==> src/rtl/mesh_done_if.sv <==
// Signal bundle between the mesh completion monitor and its environment.
// Optional halt-timestamp output is present when MESH_DONE_PERF_EN is defined.
interface mesh_done_if #(
  parameter int NODES   = 16,
  parameter int CYCLE_W = 32
);
  logic [NODES-1:0]   halt_i;
  logic               noc_busy_i;
  logic               clear_i;
  logic [NODES-1:0]   halted_mask_o;
  logic               done_o;
  logic               timeout_o;
  logic [CYCLE_W-1:0] cycle_count_o;
  logic [CYCLE_W-1:0] done_cycle_o;
`ifdef MESH_DONE_PERF_EN
  logic [NODES*CYCLE_W-1:0] halt_stamp_o;
`endif

  modport master (
    output halt_i, noc_busy_i, clear_i,
    input  halted_mask_o, done_o, timeout_o, cycle_count_o, done_cycle_o
`ifdef MESH_DONE_PERF_EN
    , input halt_stamp_o
`endif
  );

  modport slave (
    input  halt_i, noc_busy_i, clear_i,
    output halted_mask_o, done_o, timeout_o, cycle_count_o, done_cycle_o
`ifdef MESH_DONE_PERF_EN
    , output halt_stamp_o
`endif
  );
endinterface

==> src/rtl/mesh_done_detector.sv <==
// Completion monitor for the CPU mesh: sticky done after all halts plus a NoC quiet window,
// with a cycle watchdog. Define MESH_DONE_PERF_EN to add per-node halt timestamps.
module mesh_done_detector #(
  parameter int              NODES        = 16,
  parameter int              QUIET_CYCLES = 64,
  parameter int              CYCLE_W      = 32,
  parameter longint unsigned TIMEOUT      = 1000000
) (
  input logic        clk,
  input logic        rst_n,
  mesh_done_if.slave bus
);

  generate
    if (QUIET_CYCLES < 1) begin : g_bad_quiet
      $error("mesh_done_detector: QUIET_CYCLES must be at least 1");
    end
    if (NODES < 1 || NODES > 64) begin : g_bad_nodes
      $error("mesh_done_detector: NODES must be in 1..64");
    end
  endgenerate

  localparam int                 QW           = (QUIET_CYCLES > 1) ? $clog2(QUIET_CYCLES) : 1;
  localparam logic [QW-1:0]      QUIET_LAST   = QW'(QUIET_CYCLES - 1);
  localparam logic [CYCLE_W-1:0] TIMEOUT_LAST = CYCLE_W'(TIMEOUT - 1);

  typedef enum logic [1:0] {
    S_RUN,
    S_DRAIN,
    S_DONE,
    S_TIMEOUT
  } state_e;

  state_e             r_state,      w_state_nxt;
  logic [NODES-1:0]   r_mask,       w_mask_nxt;
  logic [CYCLE_W-1:0] r_count,      w_count_nxt;
  logic [CYCLE_W-1:0] r_done_cycle, w_done_cycle_nxt;
  logic [QW-1:0]      r_quiet,      w_quiet_nxt;
  logic               r_done,       w_done_nxt;
  logic               r_timeout,    w_timeout_nxt;
  logic [CYCLE_W-1:0] w_count_inc;
  logic               w_active;

  assign w_count_inc = (r_count == {CYCLE_W{1'b1}}) ? r_count : r_count + CYCLE_W'(1);
  assign w_active    = (r_state == S_RUN) || (r_state == S_DRAIN);

  always_comb begin
    // NOTE: every target gets a default before the case so no path leaves one unassigned (no latch).
    w_state_nxt      = r_state;
    w_mask_nxt       = r_mask;
    w_count_nxt      = r_count;
    w_done_cycle_nxt = r_done_cycle;
    w_quiet_nxt      = r_quiet;
    w_done_nxt       = r_done;
    w_timeout_nxt    = r_timeout;

    unique case (r_state)
      S_RUN: begin
        w_mask_nxt  = r_mask | bus.halt_i;
        w_count_nxt = w_count_inc;
        if (r_mask == {NODES{1'b1}}) w_state_nxt = S_DRAIN;
        if (r_count == TIMEOUT_LAST) begin
          w_state_nxt      = S_TIMEOUT;
          w_done_nxt       = 1'b1;
          w_timeout_nxt    = 1'b1;
          w_done_cycle_nxt = w_count_inc;
        end
      end
      S_DRAIN: begin
        w_mask_nxt  = r_mask | bus.halt_i;
        w_count_nxt = w_count_inc;
        // A completing quiet window outranks the watchdog on the same edge.
        if (!bus.noc_busy_i && r_quiet == QUIET_LAST) begin
          w_state_nxt      = S_DONE;
          w_done_nxt       = 1'b1;
          w_done_cycle_nxt = w_count_inc;
        end else begin
          w_quiet_nxt = bus.noc_busy_i ? '0 : r_quiet + QW'(1);
          if (r_count == TIMEOUT_LAST) begin
            w_state_nxt      = S_TIMEOUT;
            w_done_nxt       = 1'b1;
            w_timeout_nxt    = 1'b1;
            w_done_cycle_nxt = w_count_inc;
          end
        end
      end
      S_DONE, S_TIMEOUT: ;
      default: w_state_nxt = S_RUN;
    endcase

    if (bus.clear_i) begin
      w_state_nxt      = S_RUN;
      w_mask_nxt       = '0;
      w_count_nxt      = '0;
      w_done_cycle_nxt = '0;
      w_quiet_nxt      = '0;
      w_done_nxt       = 1'b0;
      w_timeout_nxt    = 1'b0;
    end
  end

  // NOTE: sequential state uses non-blocking assignments so every register samples pre-edge values.
  always_ff @(posedge clk or negedge rst_n) begin
    if (!rst_n) begin
      r_state <= S_RUN;
    end else begin
      r_state <= w_state_nxt;
    end
  end

  always_ff @(posedge clk or negedge rst_n) begin
    if (!rst_n) begin
      r_mask       <= '0;
      r_count      <= '0;
      r_done_cycle <= '0;
      r_quiet      <= '0;
      r_done       <= 1'b0;
      r_timeout    <= 1'b0;
    end else begin
      r_mask       <= w_mask_nxt;
      r_count      <= w_count_nxt;
      r_done_cycle <= w_done_cycle_nxt;
      r_quiet      <= w_quiet_nxt;
      r_done       <= w_done_nxt;
      r_timeout    <= w_timeout_nxt;
    end
  end

  assign bus.halted_mask_o = r_mask;
  assign bus.done_o        = r_done;
  assign bus.timeout_o     = r_timeout;
  assign bus.cycle_count_o = r_count;
  assign bus.done_cycle_o  = r_done_cycle;

`ifdef MESH_DONE_PERF_EN
  logic [NODES*CYCLE_W-1:0] r_stamp, w_stamp_nxt;

  // A slice loads only on the first sighting of its halt, i.e. while its mask bit is still clear.
  always_comb begin
    w_stamp_nxt = r_stamp;
    for (int n = 0; n < NODES; n++) begin
      if (w_active && bus.halt_i[n] && !r_mask[n]) w_stamp_nxt[n*CYCLE_W +: CYCLE_W] = r_count;
    end
    if (bus.clear_i) w_stamp_nxt = '0;
  end

  always_ff @(posedge clk or negedge rst_n) begin
    if (!rst_n) r_stamp <= '0;
    else        r_stamp <= w_stamp_nxt;
  end

  assign bus.halt_stamp_o = r_stamp;
`endif

endmodule

==> src/flat_wrapper.sv <==
// flat-port wrapper written by rule: the top's interface ports become plain ports
module mesh_done_detector_flat 
#(
  parameter int              NODES        = 16,
  parameter int              QUIET_CYCLES = 64,
  parameter int              CYCLE_W      = 32,
  parameter longint unsigned TIMEOUT      = 1000000
)
  (clk, rst_n, bus_halt_i, bus_noc_busy_i, bus_clear_i, bus_halted_mask_o, bus_done_o, bus_timeout_o, bus_cycle_count_o, bus_done_cycle_o);
  mesh_done_if #(.NODES(NODES), .CYCLE_W(CYCLE_W)) bus_i ();
  input logic clk;
  input logic rst_n;
  input wire logic [$bits(bus_i.halt_i)-1:0] bus_halt_i;
  input wire logic [$bits(bus_i.noc_busy_i)-1:0] bus_noc_busy_i;
  input wire logic [$bits(bus_i.clear_i)-1:0] bus_clear_i;
  output wire logic [$bits(bus_i.halted_mask_o)-1:0] bus_halted_mask_o;
  output wire logic [$bits(bus_i.done_o)-1:0] bus_done_o;
  output wire logic [$bits(bus_i.timeout_o)-1:0] bus_timeout_o;
  output wire logic [$bits(bus_i.cycle_count_o)-1:0] bus_cycle_count_o;
  output wire logic [$bits(bus_i.done_cycle_o)-1:0] bus_done_cycle_o;
  assign bus_i.halt_i = bus_halt_i;
  assign bus_i.noc_busy_i = bus_noc_busy_i;
  assign bus_i.clear_i = bus_clear_i;
  assign bus_halted_mask_o = bus_i.halted_mask_o;
  assign bus_done_o = bus_i.done_o;
  assign bus_timeout_o = bus_i.timeout_o;
  assign bus_cycle_count_o = bus_i.cycle_count_o;
  assign bus_done_cycle_o = bus_i.done_cycle_o;
  mesh_done_detector #(.NODES(NODES), .QUIET_CYCLES(QUIET_CYCLES), .CYCLE_W(CYCLE_W), .TIMEOUT(TIMEOUT)) u_core (.clk(clk), .rst_n(rst_n), .bus(bus_i));
endmodule
==> config.mk <==
export PLATFORM = sky130hd
export DESIGN_NAME = mesh_done_detector_flat
export DESIGN_NICKNAME = d
export VERILOG_FILES = /design/src/rtl/mesh_done_if.sv /design/src/rtl/mesh_done_detector.sv /design/src/flat_wrapper.sv
export SDC_FILE = /design/constraint.sdc
export NUM_CORES = 1
export LEC_CHECK = 0
export BUFFER_PORTS_ARGS = -buffer_cell sky130_fd_sc_hd__buf_2
export CAP_MARGIN = 20
export CORE_MARGIN = 2
export CORE_UTILIZATION = 59
export DETAILED_ROUTE_END_ITERATION = 16
export PLACE_DENSITY_LB_ADDON = 0.2
export SLEW_MARGIN = 40
export SYNTH_ARGS = -nofsm -noshare
export SYNTH_HDL_FRONTEND = slang
export SYNTH_SLANG_ARGS = --single-unit
==> constraint.sdc <==
create_clock -name clk -period 3.3 [get_ports clk]
set_input_delay 0.165 -clock clk [delete_from_list [all_inputs] [get_ports clk]]
set_output_delay 0.165 -clock clk [all_outputs]
set_load 0.005 [all_outputs]
======== Yosys cells after proc, flatten, opt, wreduce, memory -nomap -nowiden ========
Cells that the tools add are included.
word-level totals
  register bits after elaboration ......... 90
  bits of input ports ..................... 20
  word-level logic and storage cells ...... 56
cells by class
  add/sub/neg operators ................... 2
  equal/unequal tests ..................... 9
  muxes and demuxes ....................... 27
  bitwise operators ....................... 1
  reductions and logical operators ........ 10
operator list
  cell                   number
  $mux 32                6
  $pmux 32 s2            1
  $add 32x1->32 const B  1
  $eq 32x20->1 const B   1
  $eq 32x32->1 const B   1
  $mux 16                2
  $mux 6                 4
  $eq 16x16->1 const B   1
  $or 16x16->16          1
  $mux 2                 5
  $ne 4x4->1 const B     2
  $add 6x1->6 const B    1
  $eq 6x6->1 const B     1
  $mux 1                 6
  $pmux 1 s2             2
  $pmux 2 s2             1
  $reduce_and 2->1       2
  $reduce_bool 2->1      2
  $ne 3x3->1 const B     1
  $reduce_and 3->1       1
  $reduce_bool 3->1      1
  $eq 2x1->1 const B     1
  $logic_not 2->1        1
  $ne 2x2->1 const B     1
  other kinds (3)        3

======== Logic depth before layout (Yosys ltp) ========
  depth after elaboration ................. 6
  mapped depth ............................ 10

======== Worst setup path before layout ========
No wires, ideal clock.
  path type ............................... register -> register
  start ................................... register u_core.r_count[0] (netlist: u_core.bus.cycle_count_o[0])
  end ..................................... register u_core.r_count[5] (netlist: u_core.bus.cycle_count_o[5])
  setup time .............................. 0.132 ns
  data arrival time ....................... 2.011 ns
  required time ........................... 3.168 ns
  slack ................................... 1.157 ns
  stages on the path, launching flop included .. 11
  period minus slack after synthesis ...... 2.143 ns
  cells stage by stage .................... dfrtp_1 > ha_1 > and3_1 > and3_1 > buf_2 > and4_1 > buf_6 > buf_6 > nor3_1 > xnor2_1 > nor2_1
between the ends
  word-level cells in the longest chain between the ends .. 4
  elaborated cells on any way between the ends .. 5
ends and longest elaborated chain
  what                                                  RTL line                   source
  start, declared                                       mesh_done_detector.sv:36   logic [CYCLE_W-1:0] r_count, w_count_nxt;
  start signal, assigned                                mesh_done_detector.sv:121  r_count <= w_count_nxt;
  $add 32x1->32 / $eq 32x32->1 (equally long branches)  mesh_done_detector.sv:44   assign w_count_inc = (r_count == {CYCLE_W{1'b1}}) ? r_count : r_count + CYCLE_W'(1);
  $mux 32 *                                             mesh_done_detector.sv:44
  $mux 32 *                                             mesh_done_detector.sv:57   unique case (r_state)
  $mux 32 *                                             mesh_done_detector.sv:91   if (bus.clear_i) begin
Mark *: on every way between the ends. The rest lies on a longest branch, timed or not. The select of a mux whose other input is x is not followed.
A chain may end at the register's enable or synchronous reset.

======== Worst setup path after layout ========
  start ................................... register u_core.r_count[0] (netlist: u_core.bus.cycle_count_o[0])
  end ..................................... register u_core.r_done_cycle[23] (netlist: u_core.bus.done_cycle_o[23])
between the ends
  word-level cells in the longest chain between the ends .. 6
  elaborated cells on any way between the ends .. 8
ends and longest elaborated chain
  what                                                  RTL line                                            source
  $add 32x1->32 / $eq 32x32->1 (equally long branches)  mesh_done_detector.sv:44
  $mux 32                                               mesh_done_detector.sv:44
  $mux 32                                               mesh_done_detector.sv:62, mesh_done_detector.sv:79
  $mux 32                                               mesh_done_detector.sv:73                            if (!bus.noc_busy_i && r_quiet == QUIET_LAST) begin
  $pmux 32 s2 *                                         mesh_done_detector.sv:57
  $mux 32 *                                             mesh_done_detector.sv:91
  end signal, assigned                                  mesh_done_detector.sv:122                           r_done_cycle <= w_done_cycle_nxt;
  end, declared                                         mesh_done_detector.sv:37                            logic [CYCLE_W-1:0] r_done_cycle, w_done_cycle_nxt;
Mark *: on every way between the ends. The rest lies on a longest branch, timed or not.

==> results.toml <==
[synth]
synth_edf_count = 0
synth.distinct_cells = 53
synth_area_leaders = "dfrtp_1 47%, xnor2_1 7.1%, a21oi_1 5.7%"
ys_ff_latch = 90
synthFlopType = "dfrtp_1"
synth_top_area_cell = "dfrtp_1"
ys_async_sr_fraction = 1.00
avgSynthCellArea_um2 = 9.30
syn_nets = 536
yosysSeqAreaShare = 0.471
yosys-top-cells-count = "90 x dfrtp_1, 67 x nor2_1, 54 x a21oi_1"
yosysWarnings = 0
syn_area_um2 = 4780
synthMostInstantiatedCell = "dfrtp_1"
synthCells = 514
synth_top_area_frac = 0.471

[placed_design]
place_hpwl_mm = 8.62
port_buffers = 101
place_congestion = 0.915

[finish]
antenna_cells = 0
final_layout_size_suffix_gt1_frac = 0.232
area_growth_pct = 14.7
utilization = 0.705
final_nets = 616

[sta]
tns_ps = 0
period_share = 0.791
final-hold-violation-count = 0
slew_violations = 0
worst_slew_pin_slew_ps = 750
finalSetupViolCount = 0
fmax_ghz = 0.383
rsz0062_at_grt = "no"
fin_crit_ps = 2610
skew_ps = 11.2
slew_headroom = 0.500
holdWs_ps = 43.8

[detailed_routing]
routedWlPerCell_um = 17.7
drtPass1Iterations = 4
drt-initial-drc-count = 235
ant_nets = 0
via_per_inst = 6.03
via_count = 4218
drcViolationCount = 0
totalWireLength_mm = 12.4

[pwr]
vdd_drop_max_mv = 0.255
leakagePower_nw = 2.47
p_per_area_nw_per_um2 = 380

[setup_path]
cp.arrival_ps = 2890
start_kind = "flip-flop"
timing.rr.start = "u_core.bus.cycle_count_o[0]$_DFFE_PN0P_"
cp-startpoint = "u_core.bus.cycle_count_o[0]$_DFFE_PN0P_"
crit_fanout = 18
rr_worst_depth = 7
critical_path_class = "flip-flop to flip-flop"
required_ps = 3580
endpoint = "u_core.bus.done_cycle_o[23]$_DFFE_PN0P_"
cp-end-kind = "flip-flop"
r2r_slack_ps = 690
r2r-end = "u_core.bus.done_cycle_o[23]$_DFFE_PN0P_"

[global_route]
antenna_found_initial = 0
gr-total-overflow = 0
track_usage = 0.299
grt_pass1_wl_mm = 20.7
grt_start_max_net_pins = 83
first_global_vias = 4160

[status]
status = "completed"

[clock_network]
cts.sinks = 90
clock_path_buffers = 2
cts_root_buffer = "clkbuf_8"
cts_buffers = 9
cts_tree = "yes"
htree_levels = 3
clk_latency_ps = 370
clk_pin_slew_ps = 90

[floorplanning]
io_pins = 102
start_util = 0.615
rows = 32
fp.dieW_um = 94.0
die_area_um2 = 8840
coreArea_um2 = 7770
die_h_um = 94.0

[job]
maxCapViolCount = 0

[min_path]
holdCritPathClass = "primary input to flip-flop"
==> sequential cells by signal (all words and copies together) (netlist names) <==
signal	flops
u_core.bus.timeout_o	1
u_core.bus.halted_mask_o	16
u_core.bus.done_o	1
u_core.r_state	2
u_core.r_quiet	6
u_core.bus.done_cycle_o	32
u_core.bus.cycle_count_o	32
==> critical path: stages (launching register included) <==
cell,delay [ps]
dfrtp_1,460
ha_1,250
and3_1,270
and3_1,310
and4_1,730
nor3_1,160
xnor2_1,160
o31ai_1,190
==> layout by cell type (no fill, tap or decap), types with 7 or more instances in the layout <==
master / synthesis / routed
a21oi_1: 54 / 54
and4_1: 7 / 7
buf_2: 12 / 100
buf_4: 8 / 7
clkbuf_8: 0 / 11
dfrtp_1: 90 / 90
nand2_1: 28 / 28
nand3_1: 17 / 17
nand4_1: 17 / 17
nor2_1: 67 / 67
nor3_1: 28 / 27
nor4_1: 12 / 12
o211ai_1: 7 / 7
o21ai_0: 36 / 36
xnor2_1: 39 / 39
xor2_1: 8 / 8
==> per-stage QoR <==
step / setup WS [ps] / cells / total power (W) / area (um^2)
floorplan: 1160 / 514 / 0.00120 / 4780
global placement: 830 / 684 / 0.00126 / 5240
detailed placement: 736 / 684 / 0.00126 / 5240
CTS: 729 / 700 / 0.00209 / 5470
global route: 550 / 700 / 0.00217 / 5480
finish: 690 / 700 / 0.00208 / 5480
==> area by class of cell <==
cell class	count	area, um^2
multi-input combinational	379	2290
sequential	90	2250
timing repair buffer	109	577
inverter	5	18.8
fill	651	2290
clock inverter	4	76.3
tap	102	128
clock buffer	11	141
==> how the worst min path moves through the flow <==
stage                        startpoint  cells after the start                                      end  slack, ps
final                     bus_halt_i[7]                      3  u_core.bus.halted_mask_o[7]$_DFFE_PN0P_         40
after global routing      bus_halt_i[5]                      3  u_core.bus.halted_mask_o[5]$_DFFE_PN0P_         50
after CTS                 bus_halt_i[4]                      3  u_core.bus.halted_mask_o[4]$_DFFE_PN0P_         40
after detailed placement          rst_n                      1   u_core.bus.done_cycle_o[4]$_DFFE_PN0P_        270
after global placement            rst_n                      1   u_core.bus.done_cycle_o[5]$_DFFE_PN0P_        400
after floorplan                   rst_n                      0  u_core.bus.cycle_count_o[0]$_DFFE_PN0P_       -130
==> report_power, final <==
part	switching (W)	internal [W]	total (W)
Combinational	0.0000672	0.0000382	0.000105
Clock	0.000394	0.000445	0.000839
Sequential	0.0000175	0.00112	0.00114
==> kinds of logic after synthesis <==
group / Yosys count / synth area share
mux: 2 / 0.00419
compound gates: 112 / 0.138
flops: 90 / 0.471
xor+xnor: 47 / 0.0861
simple gates: 216 / 0.244
buf+inv: 45 / 0.0513
fa+ha+maj: 2 / 0.00524
==> routing by layer <==
layer / vias to the layer above / part of all wire / track usage
li1: 1980 / - / -
met2: 128 / 0.50 / 0.479
met5: - / 0 / 0
met4: 0 / 0.011 / 0.0930
met1: 2096 / 0.45 / 0.414
met3: 14 / 0.047 / 0.0546
==> what timing repair did <==
| action | CTS | global route |
|---|---|---|
| endpoints found under the hold margin | 81 | 0 |
| gates resized for setup | 0 | 0 |
| setup buffers | 0 | 0 |
| hold buffers | 1 | 0 |
(Power assumes the default switching activity.)
